File: config.mk
export PLATFORM = sky130hd
export DESIGN_NAME = partial_state_shuttle
export DESIGN_NICKNAME = d
export VERILOG_FILES = /design/src/rtl/partial_state_shuttle.sv
export SDC_FILE = /design/constraint.sdc
export NUM_CORES = 1
export LEC_CHECK = 0
export CAP_MARGIN = 5
export CORE_MARGIN = 2
export CORE_UTILIZATION = 28
export DETAILED_ROUTE_END_ITERATION = 16
export SLEW_MARGIN = 10
export SYNTH_ARGS = -nofsm -noshare
export SYNTH_HDL_FRONTEND = slang
export SYNTH_SLANG_ARGS = --single-unit
File: constraint.sdc
create_clock -name CLK -period 1.7 [get_ports CLK]
set_clock_uncertainty 0.1 [all_clocks]
set_input_delay 0.51 -clock CLK [delete_from_list [all_inputs] [get_ports CLK]]
set_output_delay 0.51 -clock CLK [all_outputs]
set_load 0.01 [all_outputs]
File: src/rtl/partial_state_shuttle.sv
// Serial shuttle for lifted partial-circuit state: snapshots lifted_output out, shifts lifted_input in, commits atomically.
// Optional even-parity beat on both streams when PARTIAL_SHUTTLE_PARITY_EN is defined.
module partial_state_shuttle #(
    parameter int              N_OUT   = 3,
    parameter int              N_IN    = 4,
    parameter logic [N_IN-1:0] INIT_IN = '0
) (
    input  logic             CLK,
    input  logic             ASYNCRESET,
    input  logic             start,
    input  logic             abort,
    input  logic [N_OUT-1:0] lifted_output,
    output logic [N_IN-1:0]  lifted_input,
    output logic             so_valid,
    input  logic             so_ready,
    output logic             so_data,
    input  logic             si_valid,
    output logic             si_ready,
    input  logic             si_data,
    output logic             busy,
    output logic             done,
    output logic             err
);
`ifdef PARTIAL_SHUTTLE_PARITY_EN
    localparam int PAR = 1;
`else
    localparam int PAR = 0;
`endif
    localparam int              OUT_W   = N_OUT + PAR;
    localparam int              IN_W    = N_IN + PAR;
    localparam int              CW      = 7;
    localparam logic [CW-1:0]   OUT_LIM = CW'(OUT_W);
    localparam logic [CW-1:0]   IN_LIM  = CW'(IN_W);
    localparam logic [IN_W-1:0] IN_MSB  = IN_W'(1) << (IN_W - 1);

    typedef enum logic [1:0] {S_IDLE, S_SHIFT, S_COMMIT} state_t;

    state_t           r_state, w_next;
    logic [OUT_W-1:0] r_out_sr;
    logic [IN_W-1:0]  r_in_sr;
    logic [CW-1:0]    r_out_cnt, r_in_cnt;
    logic [N_IN-1:0]  r_lifted;
    logic [OUT_W-1:0] w_snapshot;
    logic             w_out_more, w_in_more, w_so_beat, w_si_beat, w_par_ok;

`ifdef PARTIAL_SHUTTLE_PARITY_EN
    assign w_snapshot = {^lifted_output, lifted_output};
    assign w_par_ok   = ((^r_in_sr[N_IN-1:0]) == r_in_sr[N_IN]);
`else
    assign w_snapshot = lifted_output;
    assign w_par_ok   = 1'b1;
`endif

    assign w_out_more   = (r_out_cnt < OUT_LIM);
    assign w_in_more    = (r_in_cnt < IN_LIM);
    assign w_so_beat    = so_valid & so_ready;
    assign w_si_beat    = si_valid & si_ready;
    assign so_data      = r_out_sr[0];
    assign lifted_input = r_lifted;

    always_ff @(posedge CLK or posedge ASYNCRESET) begin
        if (ASYNCRESET) begin
            r_state <= S_IDLE;
        end else begin
            r_state <= w_next;
        end
    end

    always_comb begin
        w_next = r_state;
        case (r_state)
            S_IDLE:   if (start) w_next = S_SHIFT;
            S_SHIFT: begin
                if (abort)                           w_next = S_IDLE;
                else if (!w_out_more && !w_in_more)  w_next = S_COMMIT;
            end
            S_COMMIT: w_next = S_IDLE;
            default:  w_next = S_IDLE;
        endcase
    end

    always_comb begin
        so_valid = 1'b0;
        si_ready = 1'b0;
        busy     = (r_state != S_IDLE);
        done     = 1'b0;
        err      = 1'b0;
        case (r_state)
            S_SHIFT: begin
                so_valid = w_out_more;
                si_ready = w_in_more;
            end
            S_COMMIT: begin
                done = w_par_ok;
`ifdef PARTIAL_SHUTTLE_PARITY_EN
                err  = !w_par_ok;
`endif
            end
            default: ;
        endcase
    end

    // Shift registers, beat counters and the committed lifted_input drive.
    always_ff @(posedge CLK or posedge ASYNCRESET) begin
        if (ASYNCRESET) begin
            r_out_sr  <= '0;
            r_in_sr   <= '0;
            r_out_cnt <= '0;
            r_in_cnt  <= '0;
            r_lifted  <= INIT_IN;
        end else begin
            if (r_state == S_IDLE && start) begin
                r_out_sr  <= w_snapshot;
                r_in_sr   <= '0;
                r_out_cnt <= '0;
                r_in_cnt  <= '0;
            end else begin
                if (w_so_beat) begin
                    r_out_sr  <= r_out_sr >> 1;
                    r_out_cnt <= r_out_cnt + CW'(1);
                end
                // New bits enter at the top so the first bit ends up in bit 0.
                if (w_si_beat) begin
                    r_in_sr  <= (r_in_sr >> 1) | (si_data ? IN_MSB : '0);
                    r_in_cnt <= r_in_cnt + CW'(1);
                end
            end
            if (r_state == S_COMMIT && w_par_ok) begin
                r_lifted <= r_in_sr[N_IN-1:0];
            end
        end
    end
endmodule
Word level (Yosys, flattened, before mapping)
Cells that the tools add are included.
{"block": "word_totals", "input_bits": 10, "out_inout_bits": 10, "word_cells": 42, "reg_bits": 27}
{"block": "classes", "n_lt_le_gt_ge": 2, "eq_ne": 4, "add_sub_neg": 2, "mux": 16, "n_reduce_logical": 9, "bitwise_logic": 3}
{"op": "$mux 7", "count": 4}
{"op": "$add 7x1->7 const B", "count": 2}
{"op": "$mux 4", "count": 3}
{"op": "$lt 7x2->1 const B", "count": 1}
{"op": "$lt 7x3->1 const B", "count": 1}
{"op": "$mux 2", "count": 3}
{"op": "$mux 3", "count": 2}
{"op": "$reduce_bool 2->1", "count": 3}
{"op": "$or 3x4->4", "count": 1}
{"op": "$pmux 2 s2", "count": 1}
{"op": "$mux 1", "count": 3}
{"op": "$ne 3x3->1 const B", "count": 1}
{"op": "$and 1x1->1", "count": 2}
{"op": "$eq 2x1->1 const B", "count": 1}
{"op": "$eq 2x2->1 const B", "count": 1}
{"op": "$logic_and 1x1->1", "count": 2}
{"op": "$logic_not 1->1", "count": 2}
{"op": "$logic_not 2->1", "count": 1}
{"op": "$ne 2x2->1 const B", "count": 1}
{"op": "$reduce_and 2->1", "count": 1}

Longest topological paths before layout
{"block": "logic_depth", "word_depth": 6, "ltp_mapped": 5, "depth_no_buf": 4}

Least setup slack after synthesis
Ideal clock, no wire load.
{"block": "synth_timing", "kind": "flip-flop to output port", "from": "reg r_out_cnt[2]", "to": "out so_valid", "setup_slack_ns": -0.290, "required_ns": 1.090, "n_path_buf": 0, "arrival_ns": 1.380, "stages_incl_launch_ff": 3, "path_cell_list": "dfrtp_1 -> or4b_4 -> a211oi_1"}
{"block": "synth_between", "elab_chain_cells": 2}
{"item": "start, declared", "line": "41", "source": "logic [CW-1:0] r_out_cnt, r_in_cnt;"}
{"item": "start signal, assigned", "line": "120", "source": "r_out_cnt <= r_out_cnt + CW'(1);"}
{"item": "$lt 7x2->1", "line": "54", "source": "assign w_out_more = (r_out_cnt < OUT_LIM);"}
{"item": "$mux 1", "line": "88", "source": "case (r_state)"}
{"item": "end, declared", "line": "14", "source": "output logic so_valid,"}
No other way between the ends.

Worst setup path in the final report
{"block": "layout_timing", "from": "reg r_out_cnt[3]", "to": "out so_valid"}
The elaborated chain is that of the path after synthesis.

==> flow_metrics.env <==
export IMPL_fin_util=0.407
export IMPL_grt_max_degree=28
export IMPL_fin_crit_ps=2200
export IMPL_h_tree_depth=1
export IMPL_rsz0062_at_grt="true"
export IMPL_yosys_warnings=0
export IMPL_grt_overflow=0
export IMPL_min_path_type="flop to flop"
export IMPL_start_util=0.292
export IMPL_yosysSeqAreaShare=0.574
export IMPL_io_pins=20
export IMPL_hold_violations=0
export IMPL_antenna_found_initial=0
export IMPL_violations="setup timing"
export IMPL_netlist_area_leader_share=0.574
export IMPL_clk_latency_ps=270
export IMPL_viasPerCell=4.54
export IMPL_multi_input_area_sq_um=494
export IMPL_die_h_microns=68.8
export IMPL_drt_pass1_iterations=2
export IMPL_num_antenna_cells=0
export IMPL_cts_tree="done"
export IMPL_rows=23
export IMPL_yosys_cell_types_count=27
export IMPL_final_common_cell="dfrtp_1"
export IMPL_syn_avg_cell_area_sq_um=11.2
export IMPL_use_met3=0.0179
export IMPL_critPathMaxFanout=2
export IMPL_status="finished, violations left"
export IMPL_worstHoldStart="lifted_input[1]"
export IMPL_ys_seq_elements=27
export IMPL_p_per_area_nw_per_um2=1560
export IMPL_timing_rr_start="r_out_cnt[3]"
export IMPL_synthesis_nets=117
export IMPL_core_area_sq_um=4030
export IMPL_fin_setup_tns_ps=-3430
export IMPL_ant_nets=0
export IMPL_syn_area_sq_um=1180
export IMPL_setup_viol=14
export IMPL_track_usage=0.114
export IMPL_nNetsFinal=153
export IMPL_clock_sinks=27
export IMPL_syn_to_final_growth_pct=39.3
export IMPL_met1_usage=0.147
export IMPL_place_hpwl_microns=1670
export IMPL_routed_wl_microns=2400
export IMPL_crit_arrival_ps=1590
export IMPL_die_area_sq_um=4730
export IMPL_crit_type="flop to output pin"
export IMPL_vias=862
export IMPL_globalplace_congestion=0.770
export IMPL_cap_violations=0
export IMPL_drtIter0Drc=26
export IMPL_endpoint_kind="output pin"
export IMPL_r2r_cells=6
export IMPL_cp_data_required_time_ps=1090
export IMPL_cts_buffer_depth=2
export IMPL_seq_area_sq_um=676
export IMPL_hold_depth=2
export IMPL_yosys_area_top_type="dfrtp_1"
export IMPL_mostFrequentLayoutCells="dfrtp_1, buf_4, nand2_1"
export IMPL_holdBufCountCts=0
export IMPL_routedWlPerCell_microns=12.6
export IMPL_synthCells=105
export IMPL_cts_root_buf="clkbuf_8"
export IMPL_dp_cells=183
export IMPL_nFillCells=397
export IMPL_synthTopCellsByArea="dfrtp_1, and2_1, o21ai_2"
export IMPL_critPathLaunch="r_out_cnt[3]"
export IMPL_numCtsBuffers=3
export IMPL_drive_gt1_frac=0.357
export IMPL_fmax_mhz=455
export IMPL_dieWidth_microns=68.8
export IMPL_port_buffer_count=18
export IMPL_use_met2=0.191
export IMPL_pre_cts_slack_ps=-575
export IMPL_cts_clk_slew_worst_paths_ps=90
export IMPL_top_usage_layer="met2"
export IMPL_cp_start_kind="flop"
export IMPL_ir_worst_vdd_mv=0.458
export IMPL_worst_slack_ps=-500
export IMPL_p_leak_nw=0.796
export IMPL_drc=0
export IMPL_fin_cells=190
export IMPL_period_share=1.29
export IMPL_hold_ws_ps=384
export IMPL_grt_pass1_vias=857
export IMPL_grt_pass1_wl_microns=3970
export IMPL_maxSlewViolCount=0
## through the flow
| step | power, mW | instance area, sq um |
|---|---|---|
| global placement | 2.04 | 1530 |
| finish | 2.55 | 1640 |
| detailed placement | 2.08 | 1530 |
| global route | 2.74 | 1640 |
| floorplan | 1.55 | 1190 |
| CTS | 2.48 | 1610 |
## cells in the mapped netlist
library cell   n
nor3_1         1
clkbuf_1       3
a31oi_1        1
o21ai_0        8
nand2_1       11
o21ai_2        6
conb_1         1
a21oi_1        1
a2111oi_4      1
or3_1          1
a22oi_1        2
ha_1           2
buf_6          1
nor2_1         4
inv_1         10
dfrtp_1       27
or4b_4         1
nand3_1        2
mux2i_1        1
nand2b_1       2
mux2_2         1
a211oi_1       1
or4_4          2
and2_1         9
nor4_1         1
buf_4          1
nand3_2        4
## what timing repair did
item,4_1_cts,5_1_grt
cloned,1,0
setup endpoints to repair,21,17
pin swaps,3,11
resized for setup,32,7
setup buffers,1,3
## worst max-delay path: stages, from the launching register on
cell	delay, ps
dfrtp_1	380
or4b_4	560
a211oi_4	220
buf_2	160
## cell type report
cell class | instances | share of cell area
Multi-Input combinational cell | 64 | 0.302
Inverter | 10 | 0.0229
Clock inverter | 1 | 0.00306
Timing Repair Buffer | 35 | 0.196
Sequential cell | 27 | 0.413
Tap cell | 50 | 0.0382
Clock buffer | 3 | 0.0252
## worst paths after layout
kind | slack (ps) | end
min | 380 | lifted_input[1]
max | -500 | so_valid
min in group asynchronous | 490 | r_out_cnt[0]
max in group asynchronous | 760 | r_out_cnt[3]
max reg2reg | -330 | r_out_cnt[0]
min reg2reg | 380 | lifted_input[1]
## registers in the layout, summed over array words and instances (netlist names)
register,flops
r_in_cnt,7
r_out_cnt,7
lifted_input,4
r_in_sr,4
r_out_sr,3
r_state,2
## metal layers
layer,vias up,part of all wire
met5,-,0
met1,420,0.45
met4,0,0.011
li1,425,-
met3,4,0.039
met2,13,0.50
## kinds of logic after synthesis
family | share of synthesized area
DFF | 0.574
and+or+nand+nor | 0.195
AOI/OAI and AO/OA | 0.131
muxes | 0.0181
other | 0.00319
buffers and inverters | 0.0575
adders and majority gates | 0.0213
## where the power goes
| group | switching (mW) | internal [mW] | total (mW) |
|---|---|---|---|
| clock network | 0.196 | 0.164 | 0.360 |
| registers | 0.113 | 0.809 | 0.921 |
| logic | 0.609 | 0.659 | 1.27 |
| total | 0.917 | 1.63 | 2.55 |
(Power assumes the default switching activity.)
